File: src/rtl/stk_pkg.sv
// rtl/stk_pkg.sv - shared descriptor-pool types and constants for the stk pipeline
package stk_pkg;
    localparam int BANKS_N        = 4;
    localparam int C_BANK_LINES_N = 64;
    localparam int DESC_N         = BANKS_N * C_BANK_LINES_N;
    localparam int PTR_W          = $clog2(DESC_N);
    localparam int DL_FIFO_N      = 4;

    typedef logic [PTR_W-1:0] ptr_t;
endpackage

File: src/rtl/stk_pipe_dl_if.sv
// rtl/stk_pipe_dl_if.sv - free-in / dealloc-out handshake bundle of the return engine
interface stk_pipe_dl_if;
    import stk_pkg::*;

    logic i_free_vld;
    ptr_t i_free_ptr;
    logic o_free_rdy_r;
    logic o_dealloc_vld_r;
    ptr_t o_dealloc_ptr_r;

    modport slave (
        input  i_free_vld, i_free_ptr,
        output o_free_rdy_r, o_dealloc_vld_r, o_dealloc_ptr_r
    );

    modport master (
        output i_free_vld, i_free_ptr,
        input  o_free_rdy_r, o_dealloc_vld_r, o_dealloc_ptr_r
    );
endinterface

File: src/rtl/stk_pipe_dl_fifo.sv
// rtl/stk_pipe_dl_fifo.sv - flop-based return buffer with registered full/empty
module stk_pipe_dl_fifo
    import stk_pkg::*;
#(
    parameter  int FIFO_N = DL_FIFO_N,
    localparam int OCC_W  = $clog2(FIFO_N + 1),
    localparam int AW     = $clog2(FIFO_N)
) (
    input  logic             clk,
    input  logic             arst_n,
    input  logic             push,
    input  ptr_t             push_ptr,
    input  logic             pop,
    output ptr_t             head,
    output logic [OCC_W-1:0] occupancy,
    output logic             full_r,
    output logic             empty_r
);
    localparam logic [OCC_W-1:0] FULL_OCC = OCC_W'(FIFO_N);

    ptr_t             mem [FIFO_N];
    logic [AW-1:0]    wr_idx;
    logic [AW-1:0]    rd_idx;
    logic [OCC_W-1:0] occ_next;

    always_comb begin
        occ_next = occupancy;
        case ({push, pop})
            2'b10:   occ_next = occupancy + 1'b1;
            2'b01:   occ_next = occupancy - 1'b1;
            default: occ_next = occupancy;
        endcase
    end

    assign head = mem[rd_idx];

    // Indices wrap naturally because FIFO_N is a power of two.
    always_ff @(posedge clk or negedge arst_n) begin
        if (!arst_n) begin
            wr_idx    <= '0;
            rd_idx    <= '0;
            occupancy <= '0;
            full_r    <= 1'b0;
            empty_r   <= 1'b1;
        end else begin
            if (push) wr_idx <= wr_idx + 1'b1;
            if (pop)  rd_idx <= rd_idx + 1'b1;
            occupancy <= occ_next;
            full_r    <= (occ_next == FULL_OCC);
            empty_r   <= (occ_next == '0);
        end
    end

    always_ff @(posedge clk) begin
        if (push) mem[wr_idx] <= push_ptr;
    end
endmodule

File: src/rtl/stk_pipe_dl.sv
// rtl/stk_pipe_dl.sv - descriptor-return engine: buffers freed pointers and drains them to the allocator
module stk_pipe_dl
    import stk_pkg::*;
#(
    parameter  int FIFO_N = DL_FIFO_N,
    parameter  int DESC_N = stk_pkg::DESC_N,
    localparam int CNT_W  = $clog2(DESC_N + 1),
    localparam int OCC_W  = $clog2(FIFO_N + 1)
) (
    input  logic             clk,
    input  logic             arst_n,
    stk_pipe_dl_if.slave     dl,
    input  logic             i_ad_alloc,
    input  logic             i_al_busy_r,
    output logic [CNT_W-1:0] o_live_cnt_r,
    output logic             o_idle_r,
    output logic [1:0]       o_err_r
);
    localparam logic [OCC_W-1:0] FULL_OCC = OCC_W'(FIFO_N);
    localparam logic [CNT_W-1:0] LIVE_MAX = CNT_W'(DESC_N);

    logic             push;
    logic             pop;
    ptr_t             head;
    logic [OCC_W-1:0] occ;
    logic [OCC_W-1:0] occ_next;
    logic             fifo_full;
    logic             fifo_empty;
    logic [CNT_W-1:0] live_next;
    logic [1:0]       err_set;

    assign push = dl.i_free_vld & dl.o_free_rdy_r;
    assign pop  = ~fifo_empty & ~i_al_busy_r;

    stk_pipe_dl_fifo #(.FIFO_N(FIFO_N)) u_fifo (
        .clk       (clk),
        .arst_n    (arst_n),
        .push      (push),
        .push_ptr  (dl.i_free_ptr),
        .pop       (pop),
        .head      (head),
        .occupancy (occ),
        .full_r    (fifo_full),
        .empty_r   (fifo_empty)
    );

    always_comb begin
        occ_next = occ;
        case ({push, pop})
            2'b10:   occ_next = occ + 1'b1;
            2'b01:   occ_next = occ - 1'b1;
            default: occ_next = occ;
        endcase
    end

    // The decrement comes from our own registered return pulse, so it lags the pop by a cycle.
    always_comb begin
        live_next = o_live_cnt_r;
        err_set   = 2'b00;
        case ({i_ad_alloc, dl.o_dealloc_vld_r})
            2'b10: begin
                if (o_live_cnt_r == LIVE_MAX) err_set[1] = 1'b1;
                else                          live_next  = o_live_cnt_r + 1'b1;
            end
            2'b01: begin
                if (o_live_cnt_r == '0) err_set[0] = 1'b1;
                else                    live_next  = o_live_cnt_r - 1'b1;
            end
            default: live_next = o_live_cnt_r;
        endcase
    end

    always_ff @(posedge clk or negedge arst_n) begin
        if (!arst_n) begin
            dl.o_free_rdy_r    <= 1'b1;
            dl.o_dealloc_vld_r <= 1'b0;
            dl.o_dealloc_ptr_r <= '0;
            o_live_cnt_r       <= '0;
            o_idle_r           <= 1'b1;
            o_err_r            <= 2'b00;
        end else begin
            dl.o_free_rdy_r    <= (occ_next < FULL_OCC);
            dl.o_dealloc_vld_r <= pop;
            if (pop) dl.o_dealloc_ptr_r <= head;
            o_live_cnt_r       <= live_next;
            o_idle_r           <= (live_next == '0) && (occ_next == '0) && !pop;
            o_err_r            <= o_err_r | err_set;
        end
    end

    a_no_push_when_full: assert property (@(posedge clk) disable iff (!arst_n)
        !(dl.i_free_vld && !dl.o_free_rdy_r));

    logic unused_full;
    assign unused_full = fifo_full;
endmodule

File: src/flat_wrapper.sv
// flat-port wrapper written by rule: the top's interface ports become plain ports
module stk_pipe_dl_flat import stk_pkg::*;
#(
    parameter  int FIFO_N = DL_FIFO_N,
    parameter  int DESC_N = stk_pkg::DESC_N,
    localparam int CNT_W  = $clog2(DESC_N + 1),
    localparam int OCC_W  = $clog2(FIFO_N + 1)
)
  (clk, arst_n, i_ad_alloc, i_al_busy_r, o_live_cnt_r, o_idle_r, o_err_r, dl_i_free_vld, dl_i_free_ptr, dl_o_free_rdy_r, dl_o_dealloc_vld_r, dl_o_dealloc_ptr_r);
  stk_pipe_dl_if dl_i ();
  input  logic clk;
  input  logic arst_n;
  input  logic i_ad_alloc;
  input  logic i_al_busy_r;
  output logic [CNT_W-1:0] o_live_cnt_r;
  output logic o_idle_r;
  output logic [1:0] o_err_r;
  input wire logic [$bits(dl_i.i_free_vld)-1:0] dl_i_free_vld;
  input wire logic [$bits(dl_i.i_free_ptr)-1:0] dl_i_free_ptr;
  output wire logic [$bits(dl_i.o_free_rdy_r)-1:0] dl_o_free_rdy_r;
  output wire logic [$bits(dl_i.o_dealloc_vld_r)-1:0] dl_o_dealloc_vld_r;
  output wire logic [$bits(dl_i.o_dealloc_ptr_r)-1:0] dl_o_dealloc_ptr_r;
  assign dl_i.i_free_vld = dl_i_free_vld;
  assign dl_i.i_free_ptr = dl_i_free_ptr;
  assign dl_o_free_rdy_r = dl_i.o_free_rdy_r;
  assign dl_o_dealloc_vld_r = dl_i.o_dealloc_vld_r;
  assign dl_o_dealloc_ptr_r = dl_i.o_dealloc_ptr_r;
  stk_pipe_dl #(.FIFO_N(FIFO_N), .DESC_N(DESC_N)) u_core (.clk(clk), .arst_n(arst_n), .dl(dl_i), .i_ad_alloc(i_ad_alloc), .i_al_busy_r(i_al_busy_r), .o_live_cnt_r(o_live_cnt_r), .o_idle_r(o_idle_r), .o_err_r(o_err_r));
endmodule
File: config.mk
export PLATFORM = sky130hd
export DESIGN_NAME = stk_pipe_dl_flat
export DESIGN_NICKNAME = d
export VERILOG_FILES = /design/src/rtl/stk_pkg.sv /design/src/rtl/stk_pipe_dl_if.sv /design/src/rtl/stk_pipe_dl_fifo.sv /design/src/rtl/stk_pipe_dl.sv /design/src/flat_wrapper.sv
export SDC_FILE = /design/constraint.sdc
export NUM_CORES = 1
export LEC_CHECK = 0
export BUFFER_PORTS_ARGS = -buffer_cell sky130_fd_sc_hd__buf_2
export CAP_MARGIN = 20
export CORE_MARGIN = 8
export CORE_UTILIZATION = 45
export CTS_BUF_LIST = sky130_fd_sc_hd__clkbuf_8 sky130_fd_sc_hd__clkbuf_16
export DETAILED_ROUTE_END_ITERATION = 10
export GPL_ROUTABILITY_DRIVEN = 1
export PLACE_DENSITY_LB_ADDON = 0.08
export REMOVE_ABC_BUFFERS = 1
export SLEW_MARGIN = 10
export SYNTH_ARGS = -nofsm -noshare
export SYNTH_HDL_FRONTEND = slang
export SYNTH_HIERARCHICAL = 1
export SYNTH_SLANG_ARGS = --single-unit
File: constraint.sdc
create_clock -name clk -period 6.7 [get_ports clk]
set_clock_uncertainty 0.2 [all_clocks]
set_input_delay 0.67 -clock clk [delete_from_list [all_inputs] [get_ports clk]]
set_output_delay 0.67 -clock clk [all_outputs]
set_load 0.01 [all_outputs]
# == Word level (Yosys, flattened, before mapping) ==
# Memories as Yosys holds them, arrays and structs flattened. A register that Yosys moved wholly into a read port is not among the register bits.
# Index checks and enable logic that the tools add are counted.
# classes
order_cmp,1
bitwise_logic,5
mux,10
n_addsub,6
n_eq_ne,5
reduce_logical,7
# ops
op,count
logical NOT 9 bit,2
two-way mux 9 bit,2
case mux 9 bit (2 select lines),1
"adder 9 x 1 -> 9 bit, second input constant",1
"equality test 9 bit, second input constant",1
"subtractor 9 x 1 -> 9 bit, second input constant",1
two-way mux 1 bit,6
case mux 3 bit (2 select lines),1
"adder 2 x 1 -> 2 bit, second input constant",2
"equality test 2 x 1 -> 1 bit, second input constant",2
"equality test 2 bit, second input constant",2
"adder 3 x 1 -> 3 bit, second input constant",1
logical NOT 3 bit,1
"less-than comparator 3 bit, second input constant",1
"subtractor 3 x 1 -> 3 bit, second input constant",1
AND 1 bit,2
logical AND 1 bit,2
logical NOT 1 bit,2
NOT 1 bit,2
OR 2 bit,1
# totals
in_bits,13
mem_bits_rw,32
elab_cells,44
register_bits,22
out_inout_bits,22
mem_count,1
# mem_list
memory,depth,word_bits,rd,rd_clocked_by_memory_dff,write_ports,line,text
u_core.u_fifo.mem,4,8,1,1,1,stk_pipe_dl_fifo.sv:21,ptr_t mem [FIFO_N];

# == Longest topological paths before layout ==
# depth
depth_word,7
mapped_depth,10
ltp_nobuf,10

# == Cells and area by module ==
# Netlist, hierarchy kept.
# by_module_without_submodules
module,seq_area_each_um2,cells_per_inst,area_per_inst_um2,instances
stk_pipe_dl_fifo,1187.4,84,1650.3,1
stk_pipe_dl,553.0,154,1465.2,1

# == Worst setup path after synthesis ==
# No wires, ideal clock.
# synth_path
path_type,input-to-reg
from,in i_al_busy_r
to,reg u_core.o_idle_r
setup_time_ps,75
stages,10
path_buffers,0
required_ps,6425
setup_slack_ps,3330
arrival_time_ps,3095
cell_sequence,nor2_1 -> ha_1 -> inv_1 -> fa_1 -> xor2_1 -> nor2_1 -> xnor2_1 -> nor4bb_1 -> or3b_2 -> nor3_2
# synth_between
elab_chain_len,7
word_cells_on_any_way,9
cone_classes,eq/ne (2); mux (1); bitwise (2); reduce/logical (4)
# synth_rtl
element,line,text
from (decl),flat_wrapper.sv:14,input logic i_al_busy_r;
NOT 1 bit (*),stk_pipe_dl.sv:33,assign pop = ~fifo_empty & ~i_al_busy_r;
AND 1 bit (*),stk_pipe_dl.sv:33,
equality test 2 x 1 -> 1 bit / equality test 2 bit (equally long branches),stk_pipe_dl.sv:49,"case ({push, pop})"
case mux 3 bit (2 select lines),stk_pipe_dl.sv:49,
logical NOT 3 bit,stk_pipe_dl.sv:86,o_idle_r <= (live_next == '0) && (occ_next == '0) && !pop;
logical AND 1 bit,stk_pipe_dl.sv:86,
logical AND 1 bit (*),stk_pipe_dl.sv:86,
to (signal assigned),stk_pipe_dl.sv:86,
to (decl),stk_pipe_dl.sv:16,"output logic o_idle_r,"
# Every way passes the cells marked *; elsewhere a longest branch is shown, timed or not.
# A chain may end at the register's enable or synchronous reset.

# == Worst setup path in the final report ==
# layout_path
from,reg u_core.o_live_cnt_r[0]
to,reg u_core.o_idle_r
# layout_between
elab_chain_len,6
word_cells_on_any_way,10
cone_classes,add/sub (2); eq/ne (1); mux (3); reduce/logical (4)
# layout_rtl
element,line,text
from (decl),stk_pipe_dl.sv:15,"output logic [CNT_W-1:0] o_live_cnt_r,"
from (signal assigned),stk_pipe_dl.sv:85,o_live_cnt_r <= live_next;
"subtractor 9 x 1 -> 9 bit, or another cell as far along",stk_pipe_dl.sv:67,else live_next = o_live_cnt_r - 1'b1;
two-way mux 9 bit (on tied branches),"stk_pipe_dl.sv:66, stk_pipe_dl.sv:62",
case mux 9 bit (2 select lines) (*),stk_pipe_dl.sv:60,"case ({i_ad_alloc, dl.o_dealloc_vld_r})"
net u_core.live_next[6],stk_pipe_dl.sv:29,logic [CNT_W-1:0] live_next;
logical NOT 9 bit (*),stk_pipe_dl.sv:86,
logical AND 1 bit (*) (2 in a row),stk_pipe_dl.sv:86,
# Mark *: on every way through the listed nets, which the timed path passes. The rest lies on a longest branch.

==> out/results.ini <==
[global_routing]
first_global_vias = 2071
grt_pass1_wl_microns = 10290
antenna_found_initial = 0
grt_max_degree = 31
track_usage_pct = 13.63
overflow = 0

[critical_path]
path_cells = inv_1 > ha_1 > or4b_1 > and2_1 > a221oi_1 > a31oi_1 > or4_4 > nor3_2
crit_family = simple AND/OR/NAND/NOR gates
startpoint_type = register
required_ns = 6.77
critPathMaxStageDelay_ns = 0.58
cp.arrival_ns = 3.18
crit_buf_inv = 1
slowest_stage = or4b_1
crit_path_max_fanout = 12
end_kind = register
worst-setup-path-type = register to register

[cts]
cts_root_buffer = clkbuf_8
cts_setup_buffers = 0
numCtsBuffers = 9
clkTransAtPathRegs_ns = 0.07
clk_path_buf_depth = 2
cts_resized = 0
cts_hold_buf = 0
clk_latency_ns = 0.33
htreeDepth = 3
cts.sinks = 62
cts_tree = yes

[route]
drc = 0
vias = 2013
viasPerCell = 5.686
firstDrtPassIters = 4
dr.first_iter.drc_count = 107
wire_per_inst_microns = 17.62
wirelength_microns = 6239
postRouteAntennaNets = 0

[run_status]
status = completed

[floorplan]
io_pins = 35
num_rows = 30
dieArea_sq_mm = 0.009702
die_h_microns = 98.50
die_x_microns = 98.50
core_area_sq_mm = 0.006681
start_util_pct = 45.84

[cells_and_area]
final_cell_mix = buf_2, edfxtp_1, dfrtp_1
insertedDiodeCount = 0
final_common_cell = buf_2
drive_above_1_share_pct = 29.56
final_util_pct = 52.06
fin_area_sq_mm = 0.003478
synthToLayoutAreaGrowth_pct = 13.56
final_nets = 295

[power]
power.density_mw_per_mm2 = 453.8
power.share.sequential_pct = 41.4
p_leak_nw = 1.370
p_int_mw = 0.9851
p_sw_share_pct = 37.59
power.switching_mw = 0.5934
combPwrFrac_pct = 38.0
finalPower_mw = 1.578
vdd_drop_max_mv = 0.2026
p_clk_share_pct = 20.6

[logic_synthesis]
syn_inst = 234
netlist_area_sq_mm = 0.003063
yosys_warnings = 6
avgSynthCellArea_sq_um = 13.09

[timing]
fin_setup_tns_ns = 0
slew_violations = 0
tightest_slew_ns = 0.6874
fin_crit_ns = 3.116
setup-violations-final = 0
rsz0062_at_grt = no
max_freq_mhz = 320.9
slew_headroom_pct = 54.17
worst_hold_slack_ns = 0.1695
hold_viol_final = 0
period_share_pct = 46.51

[placement]
gp_congestion = 0.8201
numPortBuffers = 34
placed_cell_area_sq_mm = 0.003281
dp_hpwl_microns = 4168

[worst_hold_path]
hold_class = primary input to asynchronous set/reset pin

[job]
drv_cap = 0

[layer usage]
layer  vias up  wire length, microns  global-route usage [%]
li1        945                     -                       -
met1       994                  2724                   15.86
met2        59                  3009                   21.87
met3        15                   344                   3.876
met4         0                   160                   8.264
met5         -                     0                       0
[metrics by stage]
stage,setup slack (ns),instances
final,3.584,354
after global routing,3.394,354
after CTS,3.613,354
after detailed placement,3.428,338
after global placement,3.501,338
after floorplan,3.330,223
[power groups by stage]
stage,clock (mW),combinational [mW],sequential (mW)
floorplan,0,0.411,0.654
global placement,0,0.593,0.663
detailed placement,0,0.598,0.661
CTS,0.338,0.604,0.655
global route,0.348,0.669,0.675
finish,0.325,0.599,0.654
[worst paths after layout]
kind                       slack, ns                    from                       to  depth (start not counted)
max in group asynchronous       5.68                  arst_n  u_core/u_fifo/wr_idx[0]                          1
min reg2reg                     0.28       u_core/o_err_r[0]        u_core/o_err_r[0]                          1
max reg2reg                     3.58  u_core/o_live_cnt_r[0]          u_core/o_idle_r                          8
min                             0.17                  arst_n        u_core/o_err_r[0]                          1
max                             3.58  u_core/o_live_cnt_r[0]          u_core/o_idle_r                          8
min in group clk                0.28       u_core/o_err_r[0]        u_core/o_err_r[0]                          1
[registers in the layout, indices dropped and copies added (netlist names)]
| name | flops |
|---|---|
| u_core/dl.o_dealloc_ptr_r | 8 |
| u_core/u_fifo/mem | 32 |
| u_core/o_live_cnt_r | 9 |
| u_core/dl.o_dealloc_vld_r | 1 |
| u_core/u_fifo/rd_idx | 2 |
| u_core/dl.o_free_rdy_r | 1 |
| u_core/o_err_r | 2 |
| u_core/u_fifo/empty_r | 1 |
| u_core/o_idle_r | 1 |
| u_core/u_fifo/wr_idx | 2 |
| u_core/u_fifo/occupancy | 3 |
[worst register-to-register path: cells and delay by family, from the launching register on]
| family | cells | cell delay [ns] |
|---|---|---|
| AOI/OAI and AO/OA | 2 | 0.41 |
| adders and majority gates | 1 | 0.27 |
| buffers and inverters | 1 | 0.18 |
| DFF | 1 | 0.51 |
| and+or+nand+nor | 4 | 1.48 |
[cell type report]
class	instances	area (sq um)
fillers	597	3203
flip-flops and latches	62	1715
multi-input cells	147	1235
repair buffers	35	177.7
clock buffers	9	123.9
well taps	80	100.1
clock inverters	7	73.82
inverters	14	52.55
No activity file was read; power rests on OpenSTA's default activity.
